$ cat src/rtl/qam_mapper.sv
// Serial-bit to Gray-coded QPSK / 16-QAM I/Q mapper with a one-cycle symbol strobe.
// Optional symbol counter output sym_cnt is built when QAM_SYM_CNT_EN is defined.
module qam_mapper #(
    parameter int AMP_W = 4,
    parameter int CNT_W = 16
) (
    input  logic                    clk,
    input  logic                    reset,
    input  logic                    en,
    input  logic                    mode,
    input  logic                    bit_in,
    input  logic                    bit_valid,
    input  logic                    flush,
    output logic signed [AMP_W-1:0] I,
    output logic signed [AMP_W-1:0] Q,
    output logic                    sym_valid,
    output logic                    busy
`ifdef QAM_SYM_CNT_EN
    ,
    output logic [CNT_W-1:0]        sym_cnt
`endif
);

    typedef enum logic {
        MODE_QPSK  = 1'b0,
        MODE_QAM16 = 1'b1
    } mode_e;

    localparam logic signed [AMP_W-1:0] LVL_P3 = AMP_W'(3);
    localparam logic signed [AMP_W-1:0] LVL_P1 = AMP_W'(1);
    localparam logic signed [AMP_W-1:0] LVL_M1 = AMP_W'(-1);
    localparam logic signed [AMP_W-1:0] LVL_M3 = AMP_W'(-3);

    // Gray pair to level: 00->-3, 01->-1, 11->+1, 10->+3
    function automatic logic signed [AMP_W-1:0] gray_lvl(input logic [1:0] pair);
        logic signed [AMP_W-1:0] lvl;
        case (pair)
            2'b00:   lvl = LVL_M3;
            2'b01:   lvl = LVL_M1;
            2'b11:   lvl = LVL_P1;
            default: lvl = LVL_P3;
        endcase
        return lvl;
    endfunction

    logic [1:0]              cnt_q, cnt_d;
    logic [3:0]              sr_q, sr_d;
    mode_e                   mode_q, mode_d;
    logic                    pend_q, pend_d;
    logic [3:0]              pend_bits_q, pend_bits_d;
    mode_e                   pend_mode_q, pend_mode_d;
    logic signed [AMP_W-1:0] i_q, i_d, q_q, q_d;
    logic                    sym_valid_q, sym_valid_d;
    logic                    busy_q, busy_d;

    mode_e                   eff_mode;
    logic [3:0]              sr_next;
    logic [2:0]              cnt_inc;
    logic [2:0]              need_n;

    always_comb begin
        // NOTE: every combinational output gets a default first so no path infers a latch.
        cnt_d       = cnt_q;
        sr_d        = sr_q;
        mode_d      = mode_q;
        pend_d      = 1'b0;
        pend_bits_d = pend_bits_q;
        pend_mode_d = pend_mode_q;
        i_d         = i_q;
        q_d         = q_q;
        sym_valid_d = 1'b0;
        eff_mode    = (cnt_q == 2'd0) ? mode_e'(mode) : mode_q;
        sr_next     = {sr_q[2:0], bit_in};
        cnt_inc     = {1'b0, cnt_q} + 3'd1;
        need_n      = (eff_mode == MODE_QAM16) ? 3'd4 : 3'd2;

        if (!en) begin
            cnt_d = 2'd0;
            i_d   = '0;
            q_d   = '0;
        end else if (flush) begin
            cnt_d = 2'd0;
        end else begin
            // A symbol completed on the previous edge is presented now.
            if (pend_q) begin
                if (pend_mode_q == MODE_QAM16) begin
                    i_d = gray_lvl(pend_bits_q[3:2]);
                    q_d = gray_lvl(pend_bits_q[1:0]);
                end else begin
                    i_d = pend_bits_q[0] ? LVL_P3 : LVL_M3;
                    q_d = pend_bits_q[1] ? LVL_M3 : LVL_P3;
                end
                sym_valid_d = 1'b1;
            end
            if (bit_valid) begin
                mode_d = eff_mode;
                sr_d   = sr_next;
                if (cnt_inc == need_n) begin
                    cnt_d       = 2'd0;
                    pend_d      = 1'b1;
                    pend_bits_d = sr_next;
                    pend_mode_d = eff_mode;
                end else begin
                    cnt_d = cnt_inc[1:0];
                end
            end
        end
        busy_d = (cnt_d != 2'd0);
    end

    // NOTE: sequential state uses non-blocking assignments so all registers update together.
    always_ff @(posedge clk or negedge reset) begin
        if (!reset) begin
            cnt_q       <= 2'd0;
            sr_q        <= 4'd0;
            mode_q      <= MODE_QPSK;
            pend_q      <= 1'b0;
            pend_bits_q <= 4'd0;
            pend_mode_q <= MODE_QPSK;
            i_q         <= '0;
            q_q         <= '0;
            sym_valid_q <= 1'b0;
            busy_q      <= 1'b0;
        end else begin
            cnt_q       <= cnt_d;
            sr_q        <= sr_d;
            mode_q      <= mode_d;
            pend_q      <= pend_d;
            pend_bits_q <= pend_bits_d;
            pend_mode_q <= pend_mode_d;
            i_q         <= i_d;
            q_q         <= q_d;
            sym_valid_q <= sym_valid_d;
            busy_q      <= busy_d;
        end
    end

    assign I         = i_q;
    assign Q         = q_q;
    assign sym_valid = sym_valid_q;
    assign busy      = busy_q;

`ifdef QAM_SYM_CNT_EN
    logic [CNT_W-1:0] sym_cnt_q;

    // Cleared only by reset; wraps naturally at 2^CNT_W.
    always_ff @(posedge clk or negedge reset) begin
        if (!reset) begin
            sym_cnt_q <= '0;
        end else if (sym_valid_d) begin
            sym_cnt_q <= sym_cnt_q + 1'b1;
        end
    end

    assign sym_cnt = sym_cnt_q;
`else
    logic unused_cnt_w;
    assign unused_cnt_w = ^CNT_W;
`endif

endmodule

$ cat config.mk
export PLATFORM = sky130hd
export DESIGN_NAME = qam_mapper
export DESIGN_NICKNAME = d
export VERILOG_FILES = /design/src/rtl/qam_mapper.sv
export SDC_FILE = /design/constraint.sdc
export NUM_CORES = 1
export LEC_CHECK = 0
export CAP_MARGIN = 25
export CORE_ASPECT_RATIO = 0.6
export CORE_MARGIN = 4
export CORE_UTILIZATION = 52
export CTS_CLUSTER_DIAMETER = 150
export CTS_CLUSTER_SIZE = 16
export DETAILED_ROUTE_END_ITERATION = 8
export PLACE_DENSITY = 0.78
export SYNTH_ARGS = -nofsm -noshare
export SYNTH_HDL_FRONTEND = slang
export SYNTH_SLANG_ARGS = --single-unit
$ cat constraint.sdc
create_clock -name clk -period 2.6 [get_ports clk]
set_clock_uncertainty 0.1 [all_clocks]
set_input_delay 0.39 -clock clk [delete_from_list [all_inputs] [get_ports clk]]
set_output_delay 0.39 -clock clk [all_outputs]
set_load 0.05 [all_outputs]
==> results by group, run 1 <==
Setup path
  – CP max FO: 10
  – Setup CP Type: flip-flop to flip-flop
  – CP required: 2700 ps
  – Worst reg-to-reg setup slack: approximately 400 ps
  – FF-to-FF path depth: 6
  – FF-to-FF End: pend_bits_q[2]
  – Reg2reg start: cnt_q[0]
  – Crit. End Element: flip-flop
  – Data arrival, critical path: roughly 2300 ps
  – Worst setup SP type: flip-flop

Yosys
  – Syn Inst Count: between 100 and 150
  – Sequential area share after synthesis: 42.3%
  – Asr flop ratio synth: 100%
  – Leading post-synthesis cells by cell area: dfrtp_1 42%, ha_1 8.9%, nor2_1 4.7%, o21ai_0 4.0%, mux2_2 4.0%
  – Synth cell types: 32
  – Post-synth EDFFs: 0
  – Mapped Area: between 0.001 and 0.0015 mm²
  – Avg Cell Area, Syn: 9.87 µm²
  – Primary FF master, synth: dfrtp_1
  – Leading area contributor after synthesis: dfrtp_1
  – Synth Net Count: roughly 130
  – Synth Register Bits: 19
  – Top cell type's share of synthesized area: 42.3%
  – Total number of yosys warnings: 0

Run
  – Maximum capacitance violations: 0

Finish
  – Final Instance Area: 0.00133 mm²
  – Area delta synth->final: 17.8%
  – Layout cell share with drive strength beyond 1: approximately an eighth
  – ANT cells: 0
  – Number of fill cells: around 160
  – Final nets: 144
  – Util after Layout: around two thirds

Drt
  – DRC viols: 0
  – Routed vias: just under 900
  – Post-Route WL: ~2300 µm
  – ANT nets after route: 0
  – First DRT Iteration DRCs: 19
  – Wire per inst: 14.9 µm
  – Routed vias/inst: ~5.7
  – Drt first pass iters: 4

Clocking
  – Clock Sinks: 19
  – Total setup buffers inserted after CTS: 0
  – Clock latency on the worst-skew pair: ~300 ps
  – Cts bufs inserted: 3
  – CTS tree: done
  – Clock root cell: clkbuf_4
  – Resize count post-CTS: 0
  – Hold Buf Count CTS: 0
  – Clock slew at reported path FFs: 110 ps
  – H-tree depth: 1
  – Max clock buf depth: 2

Timing
  – Worst slew pin tran: 501 ps
  – Setup TNS: 0 ps
  – RSZ-0062 raised after global routing: false
  – Number of slew-limit violations in the final report: 0
  – Crit share post-route: 84.2%
  – Worst rel slew slack: between 60% and 70%
  – Final Hold Fails: 0
  – Final min period: around 2200 ps
  – Setup violators final: 0
  – Fmax achieved: approximately 460 MHz

Pwr
  – PwrDens: between 400 and 500 mW/mm²
  – VDD IR max: roughly 0.29 mV
  – Leakage Power: between 0.6 and 0.7 nW

Global routing
  – Vias in the first global route: approximately 820
  – Grt total ovfl: 0
  – Initial antenna violation count: 0
  – Largest net degree at the start of global routing: 20
  – First-pass GRT wire length: a little under 4000 µm
  – GRT Total Usage: 17.9%

Placed design
  – PortBufs: 16
  – Dpl hpwl: between 1500 and 2000 µm
  – RePlAce Congestion: 0.905
  – DP Area: between 0.001 and 0.0015 mm²

Floorplan
  – Starting density of the core: between 50% and 60%
  – Vert. Die Dim: approximately 44 µm
  – Die X: 68.0 µm
  – IO Pins: 17
  – # rows: 12
  – Core area: around 0.002 mm²
  – Die area: roughly 0.003 mm²

Worst hold path
  – Hold WC Path Type: primary input to asynchronous set/reset pin

Outcome
  – Status: finished clean
-- cell usage after synthesis (3+ instances only) --
cell,number
a21oi_1,5
a2bb2oi_1,4
buf_4,3
clkbuf_1,4
dfrtp_1,19
ha_1,8
inv_1,7
mux2_2,4
nand2_1,4
nor2_1,14
nor4_1,4
o21ai_0,9
o221a_1,4
-- worst max-delay path by stage --
stage               startpoint  slack [ps]  cells after the start              to
global route          cnt_q[0]         330                      6  pend_bits_q[0]
detailed placement   bit_valid         440                      5  pend_bits_q[2]
finish                cnt_q[0]         410                      6  pend_bits_q[2]
floorplan             cnt_q[0]         510                      7  pend_bits_q[2]
CTS                   cnt_q[0]         390                      6  pend_bits_q[0]
global placement      cnt_q[0]         450                      6  pend_bits_q[1]
-- critical path, cell delays in order, from the launching register on --
cell       delay (ps)
dfrtp_1           500
inv_1              70
ha_1              250
mux2_4            370
or3_4             410
a2bb2oi_1         140
o221a_1           240
-- final cells by class --
class	instances	area (µm²)	share of cell area, %
multi-input combinational	77	567	42.8
sequential	19	475	35.9
timing repair buffer	20	190	14.4
tap	28	35.0	2.64
inverter	8	30.0	2.27
clock buffer	3	22.5	1.70
clock inverter	1	5.00	0.378
-- per-layer routing --
metal  track usage (%)  routed length (µm)  up-vias
li1                  -                   -      435
met1              25.6                1130      414
met2              26.1                 953       40
met3              6.60                 212        6
met4              3.56                  33        0
met5                 0                   0        -
-- flip-flops by register name, summed over array words and instances, names as in the netlist, 2 cells and up --
signal	flops
Q	2
cnt_q	2
pend_bits_q	4
I	3
sr_q	3
-- kinds of logic (layout without fill, tap and decap cells) --
kind of cell | Yosys count | after routing | share of synthesized area (%)
AO/OA/AOI/OAI | 30 | 30 | 19.2
XOR/XNOR | 1 | 1 | 0.779
adder cells (fa/ha/maj) | 8 | 8 | 8.90
buffers and inverters | 18 | 32 | 7.34
flip-flops | 19 | 19 | 42.3
multiplexers | 7 | 7 | 7.12
AND/OR/NAND/NOR | 31 | 31 | 14.3
-- where the power goes --
| group | switching, W | leakage (nW) | total (W) | internal (W) |
|---|---|---|---|---|
| Sequential | 0.0000239 | 0.256 | 0.000342 | 0.000318 |
| Combinational | 0.0000514 | 0.337 | 0.000106 | 0.0000547 |
| Clock | 0.0000938 | 0.0177 | 0.000151 | 0.0000575 |
-- layout by cell type, fill, tap and decap left out --
cell type / count
dfrtp_1: 19
clkdlybuf4s50_1: 16
nor2_1: 14
o21ai_0: 9
ha_1: 8
inv_1: 7
a21oi_1: 5
nand2_1: 4
mux2_2: 4
a2bb2oi_1: 4
nor4_1: 4
o221a_1: 4
buf_4: 4
clkbuf_4: 3
mux2i_1: 2
a311oi_1: 2
nor2b_1: 2
o211ai_1: 2
o211a_1: 2
nand2b_1: 1
xnor2_1: 1
mux2_4: 1
nor3_1: 1
and2_1: 1
nand4b_2: 1
clkinv_1: 1
and3_2: 1
o21a_1: 1
or3_4: 1
nand3_1: 1
a31oi_1: 1
clkinv_2: 1
-- per-stage QoR --
step	hold WS, ps	std cells	power [W]	worst slack [ps]
after CTS	328	156	0.000605	393
after global placement	359	152	0.000447	453
final	317	156	0.000600	411
after global routing	325	156	0.000634	327
after detailed placement	367	152	0.000453	436
after floorplan	-5.59	114	0.000414	512
No activity file was read; power rests on OpenSTA's default activity.
==> run 2, diff against run 1 <==
--- a/config.mk
+++ b/config.mk
@@ -8,11 +8,11 @@
 export CAP_MARGIN = 25
 export CORE_ASPECT_RATIO = 0.6
 export CORE_MARGIN = 4
-export CORE_UTILIZATION = 52
+export CORE_UTILIZATION = 47
 export CTS_CLUSTER_DIAMETER = 150
 export CTS_CLUSTER_SIZE = 16
 export DETAILED_ROUTE_END_ITERATION = 8
-export PLACE_DENSITY = 0.78
+export PLACE_DENSITY = 0.75
 export SYNTH_ARGS = -nofsm -noshare
 export SYNTH_HDL_FRONTEND = slang
 export SYNTH_SLANG_ARGS = --single-unit
==> constraint.sdc (replaced) <==
create_clock -name clk -period 1.77 [get_ports clk]
set_clock_uncertainty 0.1 [all_clocks]
set_input_delay 0.2655 -clock clk [delete_from_list [all_inputs] [get_ports clk]]
set_output_delay 0.2655 -clock clk [all_outputs]
set_load 0.05 [all_outputs]
==> results by group, run 2 (synthesized netlist as in run 1, its figures left out) <==
Outcome
  – Status: finished with violations
  – Violated checks: negative setup slack

Global routing
  – Initial antenna violation count: 0 (unchanged)
  – Met1 Use GR: 23.5% (-2.2 points)
  – GRT Total Usage: 17.0% (-0.88 points)
  – Met2 Usage GRT: 24.5% (-1.6 points)
  – Grt peak-use layer: met2
  – Vias in the first global route: 819 (-0.61%)
  – First-pass GRT wire length: 4080 µm (+3.3%)
  – Largest net degree at the start of global routing: 20 (unchanged)
  – Grt total ovfl: 0 (unchanged)
  – Met3 Usage GRT: 5.95% (-0.65 points)

Drt
  – Routed vias: 891 (-0.45%)
  – Routed vias/inst: 5.40 (-5.9%)
  – Drt first pass iters: 4 (unchanged)
  – Post-Route WL: 2360 µm (+1.6%)
  – Wire per inst: 14.3 µm (-3.9%)
  – ANT nets after route: 0 (unchanged)
  – DRC viols: 0 (unchanged)
  – First DRT Iteration DRCs: 59 (+40)

Clocking
  – CTS tree: done
  – Clock slew at reported path FFs: 80 ps (-30 ps)
  – H-tree depth: 1 (unchanged)
  – Clock root cell: clkbuf_8
  – Max clock buf depth: 2 (unchanged)
  – Clock latency on the worst-skew pair: 260 ps (-40 ps)
  – Cts bufs inserted: 3 (unchanged)
  – Clock Sinks: 19 (unchanged)

Finish
  – Post-Layout Cell Count: 165 (+5.8%)
  – Final nets: 151 (+4.9%)
  – Number of fill cells: 190 (+22%)
  – Layout cell share with drive strength beyond 1: 27.4% (+15 points)
  – Multi-input logic area: 579 µm² (+2.2%)
  – Most frequent cells in the layout: 21 x buf_4, 19 x dfrtp_1, 14 x nor2_1
  – Commonest non-fill, non-tap cell in the layout: buf_4
  – Largest register FFs: 4 (unchanged)
  – Biggest register: pend_bits_q
  – Area delta synth->final: 23.6%
  – ANT cells: 0 (unchanged)
  – Final Instance Area: 0.00139 mm² (+4.9%)
  – Register area: 475 µm² (unchanged)

Setup path
  – Max incr delay on CP: 410 ps (-90 ps)
  – Crit. End Element: flip-flop
  – FF-to-FF End: pend_bits_q[2]
  – FF-to-FF path depth: 6 (unchanged)
  – Reg2reg start: cnt_q[0]
  – CP max FO: 5 (-5)
  – Worst setup SP type: flip-flop
  – Data arrival, critical path: 1930 ps (-360 ps)
  – Setup CP Type: flip-flop to flip-flop
  – CP required: 1830 ps (-870 ps)
  – Worst reg-to-reg setup slack: -100 ps (-510 ps)
  – Crit-path cells: inv_4 > ha_4 > mux2_4 > or3_4 > a2bb2oi_1 > o221a_1
  – Max stage delay cell, worst path: dfrtp_1

Timing
  – Worst rel slew slack: 75.2% (+8.8 points)
  – Crit share post-route: 106% (+21 points)
  – Setup WS post-layout: -101 ps (-512 ps)
  – Final min period: 1870 ps (-318 ps)
  – RSZ-0062 raised after global routing: true
  – Final Hold Fails: 0 (unchanged)
  – Worst slew pin tran: 361 ps (-140 ps)
  – Fmax achieved: 535 MHz (+17%)
  – Hold WS: 234 ps (-83.2 ps)
  – Number of slew-limit violations in the final report: 0 (unchanged)
  – Setup violators final: 4 (+4)

Placed design
  – DP Cell Count: 160 (+5.3%)
  – DP Area: 0.00134 mm² (+3.0%)
  – PortBufs: 16 (unchanged)
  – Dpl hpwl: 1760 µm (+0.86%)
  – RePlAce Congestion: 0.825 (-8.8%)

Worst hold path
  – Hold WC Path Type: primary input to asynchronous set/reset pin

Floorplan
  – Die area: 0.00327 mm² (+9.0%)
  – Core area: 0.00221 mm² (+13%)
  – IO Pins: 17 (unchanged)
  – # rows: 13 (+1)
  – Starting density of the core: 50.8% (-6.8 points)
  – Vert. Die Dim: 45.9 µm (+4.2%)
  – Die X: 71.2 µm (+4.6%)

Pwr
  – Leakage Power: 0.675 nW (+11%)
  – VDD IR max: 0.355 mV (+22%)
  – PwrDens: 709 mW/mm² (+57%)
  – Total power: 0.000985 W (+64%)

Run
  – Maximum capacitance violations: 0 (unchanged)
## run 2: changes by cell type in the layout (fill, tap and decap cells not counted), moves of 2 or more
cell             change
buf_4               +17
clkdlybuf4s50_1     -10
clkbuf_4             -3
clkbuf_8             +3
inv_1                -2
## run 2: metal layers
layer	wire length, µm	vias to the layer above
met4	40	0
met5	0	-
li1	-	443
met1	1190	417
met2	955	26
met3	178	5
## run 2: layout make-up
type                       instances  share of cell area, %
clock buffer                       3                   2.97
clock inverter                     1                  0.360
inverter                           8                   2.43
multi-input combinational         77                   41.7
sequential                        19                   34.2
tap                               30                   2.70
timing repair buffer              27                   15.7
## run 2: worst max-delay path by stage
stage	startpoint	endpoint	slack, ps	cells past startpoint
2_1_floorplan	cnt_q[0]	pend_bits_q[2]	-190	7
3_3_place_gp	flush	pend_bits_q[2]	-150	5
3_5_place_dp	mode	pend_bits_q[2]	-190	5
4_1_cts	cnt_q[0]	pend_bits_q[2]	-110	6
5_1_grt	cnt_q[0]	pend_bits_q[0]	-160	6
6_report	cnt_q[0]	pend_bits_q[2]	-100	6
## run 2: repair_timing
| action | 4_1_cts | 5_1_grt |
|---|---|---|
| resized for setup | 1 | 0 |
| hold buffers | 0 | 0 |
| gates cloned | 0 | 0 |
| setup buffers | 1 | 0 |
| endpoints found under the setup margin | 4 | 4 |
## run 2: power by group
part           switching [W]  total [W]  leakage (nW)  internal (W)
Sequential         0.0000297   0.000497         0.256      0.000468
Combinational      0.0000805   0.000174         0.394     0.0000931
Clock               0.000157   0.000314        0.0255      0.000157
## run 2: stage by stage
step           setup TNS, ps  util (%)  worst slack, ps
6_report                -346      62.8             -101
5_1_grt                 -596      62.8             -156
4_1_cts                 -375      62.8             -110
3_5_place_dp            -993      60.4             -186
3_3_place_gp            -862      60.4             -155
2_1_floorplan           -684         -             -193
## run 2: worst max-delay path: cells and delay by family, from the launching register on
family                   cells  cell delay, ps
multiplexers                 1             300
adder cells (fa/ha/maj)      1             140
AO/OA/AOI/OAI                2             370
buffers and inverters        1              70
flip-flops                   1             410
AND/OR/NAND/NOR              1             360
==> run 3, diff against run 2 <==
==> constraint.sdc (replaced) <==
create_clock -name clk -period 1.77 [get_ports clk]
set_clock_uncertainty 0.1 [all_clocks]
set_input_delay 0.354 -clock clk [delete_from_list [all_inputs] [get_ports clk]]
set_output_delay 0.354 -clock clk [all_outputs]
set_load 0.05 [all_outputs]
==> results by group, run 3 (synthesized netlist as in run 1, its figures left out) <==
Floorplan
  – Core area: 0.00221 mm² (unchanged)
  – # rows: 13 (unchanged)
  – Starting density of the core: 50.8% (unchanged)
  – IO Pins: 17 (unchanged)
  – Vert. Die Dim: 45.9 µm (unchanged)
  – Die X: 71.2 µm (unchanged)
  – Die area: 0.00327 mm² (unchanged)

Clocking
  – Clock latency on the worst-skew pair: 260 ps (about the same)
  – H-tree depth: 1 (unchanged)
  – Max clock buf depth: 2 (unchanged)
  – Clock Sinks: 19 (unchanged)
  – CTS tree: done
  – Clock root cell: clkbuf_8
  – Clock slew at reported path FFs: 70 ps (about the same)
  – Cts bufs inserted: 3 (unchanged)

Finish
  – ANT cells: 0 (unchanged)
  – Most frequent cells in the layout: 22 x buf_4, 19 x dfrtp_1, 14 x nor2_1
  – Commonest non-fill, non-tap cell in the layout: buf_4
  – Area delta synth->final: 24.2%
  – Util after Layout: 63.2% (+0.34 points)
  – Largest register FFs: 4 (unchanged)
  – Layout cell share with drive strength beyond 1: 27.9% (+0.53 points)
  – Biggest register: pend_bits_q
  – Final nets: 152 (+0.66%)

Setup path
  – CP max FO: 5 (unchanged)
  – CP required: 1820 ps (about the same)
  – Setup CP Type: flip-flop to flip-flop
  – Max incr delay on CP: 390 ps (-20 ps)
  – Crit. End Element: flip-flop
  – Crit-path cells: inv_2 > ha_4 > mux2_4 > or3_4 > a2bb2oi_1 > o221a_1
  – Max stage delay cell, worst path: dfrtp_1
  – Cell family with most CP delay: flip-flops
  – Buffer and inverter count on the worst path: 1 (unchanged)
  – Data arrival, critical path: 1940 ps (about the same)
  – Worst setup SP type: flip-flop

Timing
  – Number of slew-limit violations in the final report: 0 (unchanged)
  – Hold WS: 328 ps (+94.8 ps)
  – Final min period: 1890 ps (+19.7 ps)
  – Worst slew pin tran: 416 ps (+55.3 ps)
  – Setup violators final: 4 (unchanged)
  – Crit share post-route: 107% (+1.1 points)
  – RSZ-0062 raised after global routing: true
  – Fmax achieved: 529 MHz (-1.0%)
  – Setup WS post-layout: -120 ps (-19.7 ps)
  – Final Hold Fails: 0 (unchanged)
  – Worst rel slew slack: 71.4% (-3.8 points)

Global routing
  – GRT Total Usage: 18.1% (+1.1 points)
  – Vias in the first global route: 916 (+12%)
  – Grt total ovfl: 0 (unchanged)
  – Initial antenna violation count: 0 (unchanged)
  – Largest net degree at the start of global routing: 20 (unchanged)
  – First-pass GRT wire length: 4410 µm (+8.0%)

Placed design
  – RePlAce Congestion: 0.830 (+0.58%)
  – Dpl hpwl: 1890 µm (+7.4%)
  – PortBufs: 16 (unchanged)

Pwr
  – Switch share: 27.0% (-0.12 points)
  – Flop pwr share: 50.6% (about the same)
  – Leakage Power: 0.681 nW (+0.81%)
  – Total power: 0.000983 W (-0.15%)
  – Internal power: 0.000718 W (about the same)
  – PwrDens: 704 mW/mm² (-0.68%)
  – VDD IR max: 0.698 mV (+96%)
  – Clock Power Share: 31.2% (-0.7 points)
  – Comb pwr share: 18.2% (+0.6 points)
  – Switching pwr: 0.000265 W (-0.59%)

Drt
  – Post-Route WL: 2620 µm (+11%)
  – First DRT Iteration DRCs: 41 (-31%)
  – DRC viols: 0 (unchanged)
  – Routed vias/inst: 5.55 (+2.9%)
  – Drt first pass iters: 4 (unchanged)
  – ANT nets after route: 0 (unchanged)
  – Routed vias: 922 (+3.5%)
  – Wire per inst: 15.8 µm (+10%)

Run
  – Maximum capacitance violations: 0 (unchanged)

Outcome
  – Status: finished with violations
  – Violated checks: negative setup slack

Worst hold path
  – Hold WC Path Type: primary input to asynchronous set/reset pin
[run 3: cell types whose count changed in the layout (fill, tap and decap cells not counted)]
cell,previous run,this run
buf_4,21,22
[run 3: worst reg2reg max path, stage by stage (launching register included)]
cell and delay [ps]:
dfrtp_1 390, inv_2 80, ha_4 150, mux2_4 300, or3_4 370, a2bb2oi_1 140, o221a_1 250
[run 3: path summary, 6_finish.rpt]
path | start | endpoint | slack, ps | cells past startpoint
setup / recovery | cnt_q[1] | pend_bits_q[2] | -120 | 6
hold / removal | reset | I[1] | 330 | 2
setup reg to reg | cnt_q[1] | pend_bits_q[2] | -120 | 6
hold reg to reg | pend_q | sym_valid | 380 | 1
max in group asynchronous | reset | pend_bits_q[1] | 1040 | 2
min in group clk | pend_q | sym_valid | 380 | 1
[run 3: final cells by class]
| cell class | instances | area, µm² |
|---|---|---|
| timing repair buffer | 28 | 225 |
| tap | 30 | 37.5 |
| fill | 188 | 815 |
| inverter | 8 | 33.8 |
| multi-input combinational | 77 | 579 |
| clock buffer | 3 | 41.3 |
| clock inverter | 1 | 5.00 |
| sequential | 19 | 475 |
[run 3: per-stage QoR]
step	setup WS, ps	cell area (µm²)	setup TNS [ps]	std cells
CTS	-118	1400	-370	166
global placement	-243	1340	-1630	161
floorplan	-193	1150	-684	114
detailed placement	-294	1340	-1760	161
finish	-120	1400	-378	166
global route	-169	1400	-589	166
[run 3: power groups by stage]
stage | registers [W] | clock network [W] | logic, W
finish | 0.000498 | 0.000307 | 0.000179
global route | 0.000502 | 0.000331 | 0.000198
CTS | 0.000497 | 0.000312 | 0.000178
detailed placement | 0.000505 | 0 | 0.000175
global placement | 0.000503 | 0 | 0.000168
floorplan | 0.000502 | 0 | 0.000112
[run 3: layer usage]
metal / GRT usage [%] / vias to the layer above / part of all wire (%)
met2: 29.0 / 34 / 44
met5: 0 / - / 0
li1: - / 444 / -
met1: 23.7 / 435 / 47
met3: 4.85 / 9 / 6.9
met4: 7.12 / 0 / 2.1
[run 3: timing repair]
action	4_1_cts	5_1_grt
endpoints found under the hold margin	0	0
hold buffers	0	0
gates resized for setup	1	0
setup buffers	1	0
endpoints found under the setup margin	4	4
cloned	0	0
pin swaps	0	0
